<file path="config.mk">
export PLATFORM = sky130hd
export DESIGN_NAME = serial_adder
export DESIGN_NICKNAME = d
export VERILOG_FILES = /design/src/rtl/serial_adder.sv
export SDC_FILE = /design/constraint.sdc
export NUM_CORES = 1
export LEC_CHECK = 0
export ABC_AREA = 1
export CAP_MARGIN = 10
export CELL_PAD_IN_SITES_DETAIL_PLACEMENT = 1
export CELL_PAD_IN_SITES_GLOBAL_PLACEMENT = 1
export CORE_MARGIN = 2
export CORE_UTILIZATION = 42
export CTS_CLUSTER_DIAMETER = 150
export DETAILED_ROUTE_END_ITERATION = 6
export GPL_ROUTABILITY_DRIVEN = 0
export MAX_ROUTING_LAYER = met4
export PLACE_DENSITY_LB_ADDON = 0.1
export SLEW_MARGIN = 20
export SYNTH_ARGS = -nofsm -noshare
export SYNTH_HDL_FRONTEND = slang
export SYNTH_SLANG_ARGS = --single-unit
</file>
<file path="constraint.sdc">
create_clock -name clk -period 2.71 [get_ports clk]
set_input_delay 0.4065 -clock clk [delete_from_list [all_inputs] [get_ports clk]]
set_output_delay 0.4065 -clock clk [all_outputs]
set_load 0.02 [all_outputs]
</file>
<file path="src/rtl/serial_adder.sv">
// Bit-serial adder: one full-adder cell and a carry flop, LSB first.
// Operands load in parallel on start; the result is presented in parallel with a done pulse.
module serial_adder #(
    parameter int WIDTH = 8,
    parameter int CNT_W = 6
) (
    input  logic             clk,
    input  logic             rst_n,
    input  logic             start,
    input  logic [WIDTH-1:0] a,
    input  logic [WIDTH-1:0] b,
    input  logic             cin,
    output logic             busy,
    output logic             done,
    output logic [WIDTH-1:0] sum,
    output logic             cout
);

    typedef enum logic [1:0] {IDLE, SHIFT, DONE} state_t;

    state_t           state, state_next;
    logic [WIDTH-1:0] a_sr, b_sr, acc, acc_next;
    logic [CNT_W-1:0] cnt;
    logic             c, s, c_next, accept, last;

    assign s      = a_sr[0] ^ b_sr[0] ^ c;
    assign c_next = (a_sr[0] & b_sr[0]) | (a_sr[0] & c) | (b_sr[0] & c);
    assign accept = start && (state == IDLE || state == DONE);
    assign last   = (cnt == CNT_W'(WIDTH - 1));

    // A 1-bit accumulator has no upper bits to carry along.
    generate
        if (WIDTH == 1) begin : g_acc1
            assign acc_next = s;
        end else begin : g_accn
            assign acc_next = {s, acc[WIDTH-1:1]};
        end
    endgenerate

    always_ff @(posedge clk or negedge rst_n) begin
        if (!rst_n) state <= IDLE;
        else        state <= state_next;
    end

    always_comb begin
        state_next = state;
        case (state)
            IDLE:    if (start) state_next = SHIFT;
            SHIFT:   if (last)  state_next = DONE;
            DONE:    state_next = start ? SHIFT : IDLE;
            default: state_next = IDLE;
        endcase
    end

    assign busy = (state == SHIFT);
    assign done = (state == DONE);

    // sum/cout only move on the final-bit edge so they hold through the next operation.
    always_ff @(posedge clk or negedge rst_n) begin
        if (!rst_n) begin
            a_sr <= '0;
            b_sr <= '0;
            acc  <= '0;
            c    <= 1'b0;
            cnt  <= '0;
            sum  <= '0;
            cout <= 1'b0;
        end else if (accept) begin
            a_sr <= a;
            b_sr <= b;
            c    <= cin;
            cnt  <= '0;
        end else if (state == SHIFT) begin
            acc  <= acc_next;
            a_sr <= a_sr >> 1;
            b_sr <= b_sr >> 1;
            c    <= c_next;
            cnt  <= cnt + 1'b1;
            if (last) begin
                sum  <= acc_next;
                cout <= c_next;
            end
        end
    end

endmodule

</file>
==> impl_metrics.json <==
{
  "fmax_mhz": 480,
  "finalWirelength_um": 3900,
  "slowest_delay_ns": 0.63,
  "skew_ns": 0.00910,
  "grt_pass1_wl_um": 7000,
  "wl_per_cell_um": 12.9,
  "overflow": 0,
  "crit_slowest_cell": "clkdlybuf4s50_1",
  "die_w_um": 70.6,
  "syn-instance-count": 218,
  "portBuffers": 30,
  "crit_start": "state[0]",
  "switching_power_uw": 840,
  "rsz0062_at_grt": "no",
  "cts_tree": "yes",
  "worstPathMaxFanout": 15,
  "design_power_total_uw": 2310,
  "setup_violations": 0,
  "internal-power_uw": 1470,
  "ys_ff_latch": 41,
  "p_clk_share_pct": 25.3,
  "synth_warnings": 0,
  "syn-num-nets": 240,
  "die_area_um2": 4990,
  "met3_usage_pct": 3.85,
  "yosysSeqAreaShare_pct": 55.0,
  "cp-end-kind": "output pin",
  "final-hold-violation-count": 0,
  "dp_hpwl_um": 2740,
  "final_cells": 303,
  "final_max_slew_viol_count": 0,
  "clock_path_buffers": 2,
  "num_vias": 1463,
  "cap_viol_max_count": 0,
  "critPathBufInv": 3,
  "seqPwrFrac_pct": 40.2,
  "postCtsHoldBufs": 0,
  "grt_usage_pct": 18.6,
  "firstDrtPassIters": 4,
  "grt_use_met1_pct": 21.8,
  "die_y_um": 70.6,
  "busiest_layer": "met2",
  "clk_pin_slew_worst_paths_ns": 0.08,
  "initial_utilization_pct": 43.1,
  "rows": 24,
  "min_period_ns": 2.08,
  "netlist_area_um2": 1860,
  "area_delta_synth_final_pct": 23.8,
  "required_ns": 2.30,
  "drt-initial-drc-count": 56,
  "ctsRootBufferMaster": "clkbuf_8",
  "synth_top_cells_by_area": "dfrtp_1 (55%), nand2_1 (16%), o21ai_0 (6.2%), inv_1 (6.0%), o21ai_2 (3.3%)",
  "htree_levels": 2,
  "io_pins": 31,
  "place_inst": 295,
  "yosysTopAreaCellShare_pct": 55.0,
  "core_um2": 4320,
  "powerDensity_nw_per_um2": 1000,
  "nets": 272,
  "insertion_delay_ns": 0.29,
  "tightestPinTransition_ns": 0.922,
  "yosysUniqueCellTypes": 18,
  "grt_max_degree": 42,
  "switching_share_pct": 36.4,
  "synth_top_cell_by_area": "dfrtp_1",
  "ir_drop_mv": 0.314,
  "antenna_cells": 0,
  "cts_resized": 0,
  "critPathLaunchType": "flop",
  "cts_buffers": 5,
  "crit_type": "reg -> out",
  "antenna_found_initial": 0,
  "grt_pass1_vias": 1512,
  "grtUsageMet2_pct": 31.8,
  "maxSlewHeadroom_pct": 38.5,
  "cp_data_arrival_time_ns": 1.68,
  "min_path_type": "in -> async",
  "p_comb_share_pct": 34.6,
  "ant_nets": 0,
  "tns_ns": 0,
  "cts_setup_buffers": 0,
  "cts_sinks": 41,
  "period_share_pct": 76.9,
  "vias_per_cell": 4.83,
  "power.leakage_uw": 0.00117,
  "syn_area_per_cell_um2": 8.55,
  "r2r-start": "cnt[1]",
  "layout-drive-gt1-share_pct": 9.56,
  "critical_path.cell_chain": "inv_1 -> nor2_4 -> buf_4 -> clkdlybuf4s50_1",
  "status": "completed",
  "drc": 0,
  "cpLargestDelayFamily": "buffers and inverters"
}
==> logic make-up (layout without fill, tap and decap cells) <==
group | after synthesis | after routing | synth area share, %
AOI/OAI and AO/OA | 32 | 32 | 10.3
adders and majority gates | 2 | 2 | 1.74
buffers and inverters | 39 | 72 | 10.0
DFF | 41 | 41 | 55.0
and+or+nand+nor | 104 | 104 | 23.0
==> cell usage after synthesis, drive strengths merged <==
library cell	instances
ha	1
o21ai	30
nand2	80
fa	1
dfrtp	41
o211ai	2
buf	7
inv	32
nor3	1
nor2	9
nand4	1
nand3	13
==> worst register-to-register path: stages (launching register included) <==
cell     delay (ns)
dfrtp_1        0.39
ha_1           0.18
nand2_1        0.10
nor2_1         0.16
nand3_2        0.35
inv_1          0.22
nand2_1        0.07
nand2_1        0.06
==> sequential cells by signal, summed over array words and instances, names as in the netlist <==
signal and flops:
a_sr 8, b_sr 8, sum 8, acc 7, cnt 6, state 2
c 1, cout 1
==> final timing paths <==
check                            to  slack, ns  cells after the start
max                            busy       0.63                      4
min                        state[0]       0.25                      1
max reg2reg                  sum[0]       1.11                      7
min reg2reg                  sum[5]       0.48                      2
max in group asynchronous   a_sr[3]       1.89                      1
min in group clk             sum[5]       0.48                      2
==> placed cells by master, fill, tap and decap left out, drive strengths merged <==
| cell type | instances |
|---|---|
| nand3 | 13 |
| nand2 | 80 |
| buf | 3 |
| o211ai | 2 |
| ha | 1 |
| dfrtp | 41 |
| clkinv | 1 |
| bufinv | 2 |
| clkdlybuf4s50 | 29 |
| nand4 | 1 |
| clkbuf | 5 |
| nor2 | 9 |
| o21ai | 30 |
| fa | 1 |
| inv | 32 |
| nor3 | 1 |
==> metrics by stage <==
stage | area (um^2) | hold WS (ns) | setup slack [ns] | utilization (%)
floorplan | 1860 | 0.111 | 1.44 | -
global placement | 2170 | 0.462 | 0.960 | 50.3
detailed placement | 2170 | 0.469 | 0.941 | 50.3
CTS | 2310 | 0.271 | 0.611 | 53.4
global route | 2310 | 0.312 | 0.553 | 53.4
finish | 2310 | 0.246 | 0.627 | 53.4
==> per-layer routing <==
metal | routed length (um) | part of all wire [%]
met3 | 125 | 3.2
met1 | 1770 | 45
met2 | 1950 | 50
met4 | 56 | 1.4
met5 | 0 | 0
==> layout make-up <==
type	instances	area, um^2
Clock buffer	5	68.8
Tap cell	52	65.1
Timing Repair Buffer	32	310
Clock inverter	3	65.1
Multi-Input combinational cell	138	652
Sequential cell	41	1030
Inverter	32	120
Fill cell	533	2020
==> power by group through the flow <==
stage	registers, uW	clock network (uW)	logic (uW)
2_1_floorplan	925	0	596
3_3_place_gp	928	0	783
3_5_place_dp	939	0	813
4_1_cts	929	597	816
5_1_grt	957	610	940
6_report	927	583	797
Power figures use the tool's default switching activity.
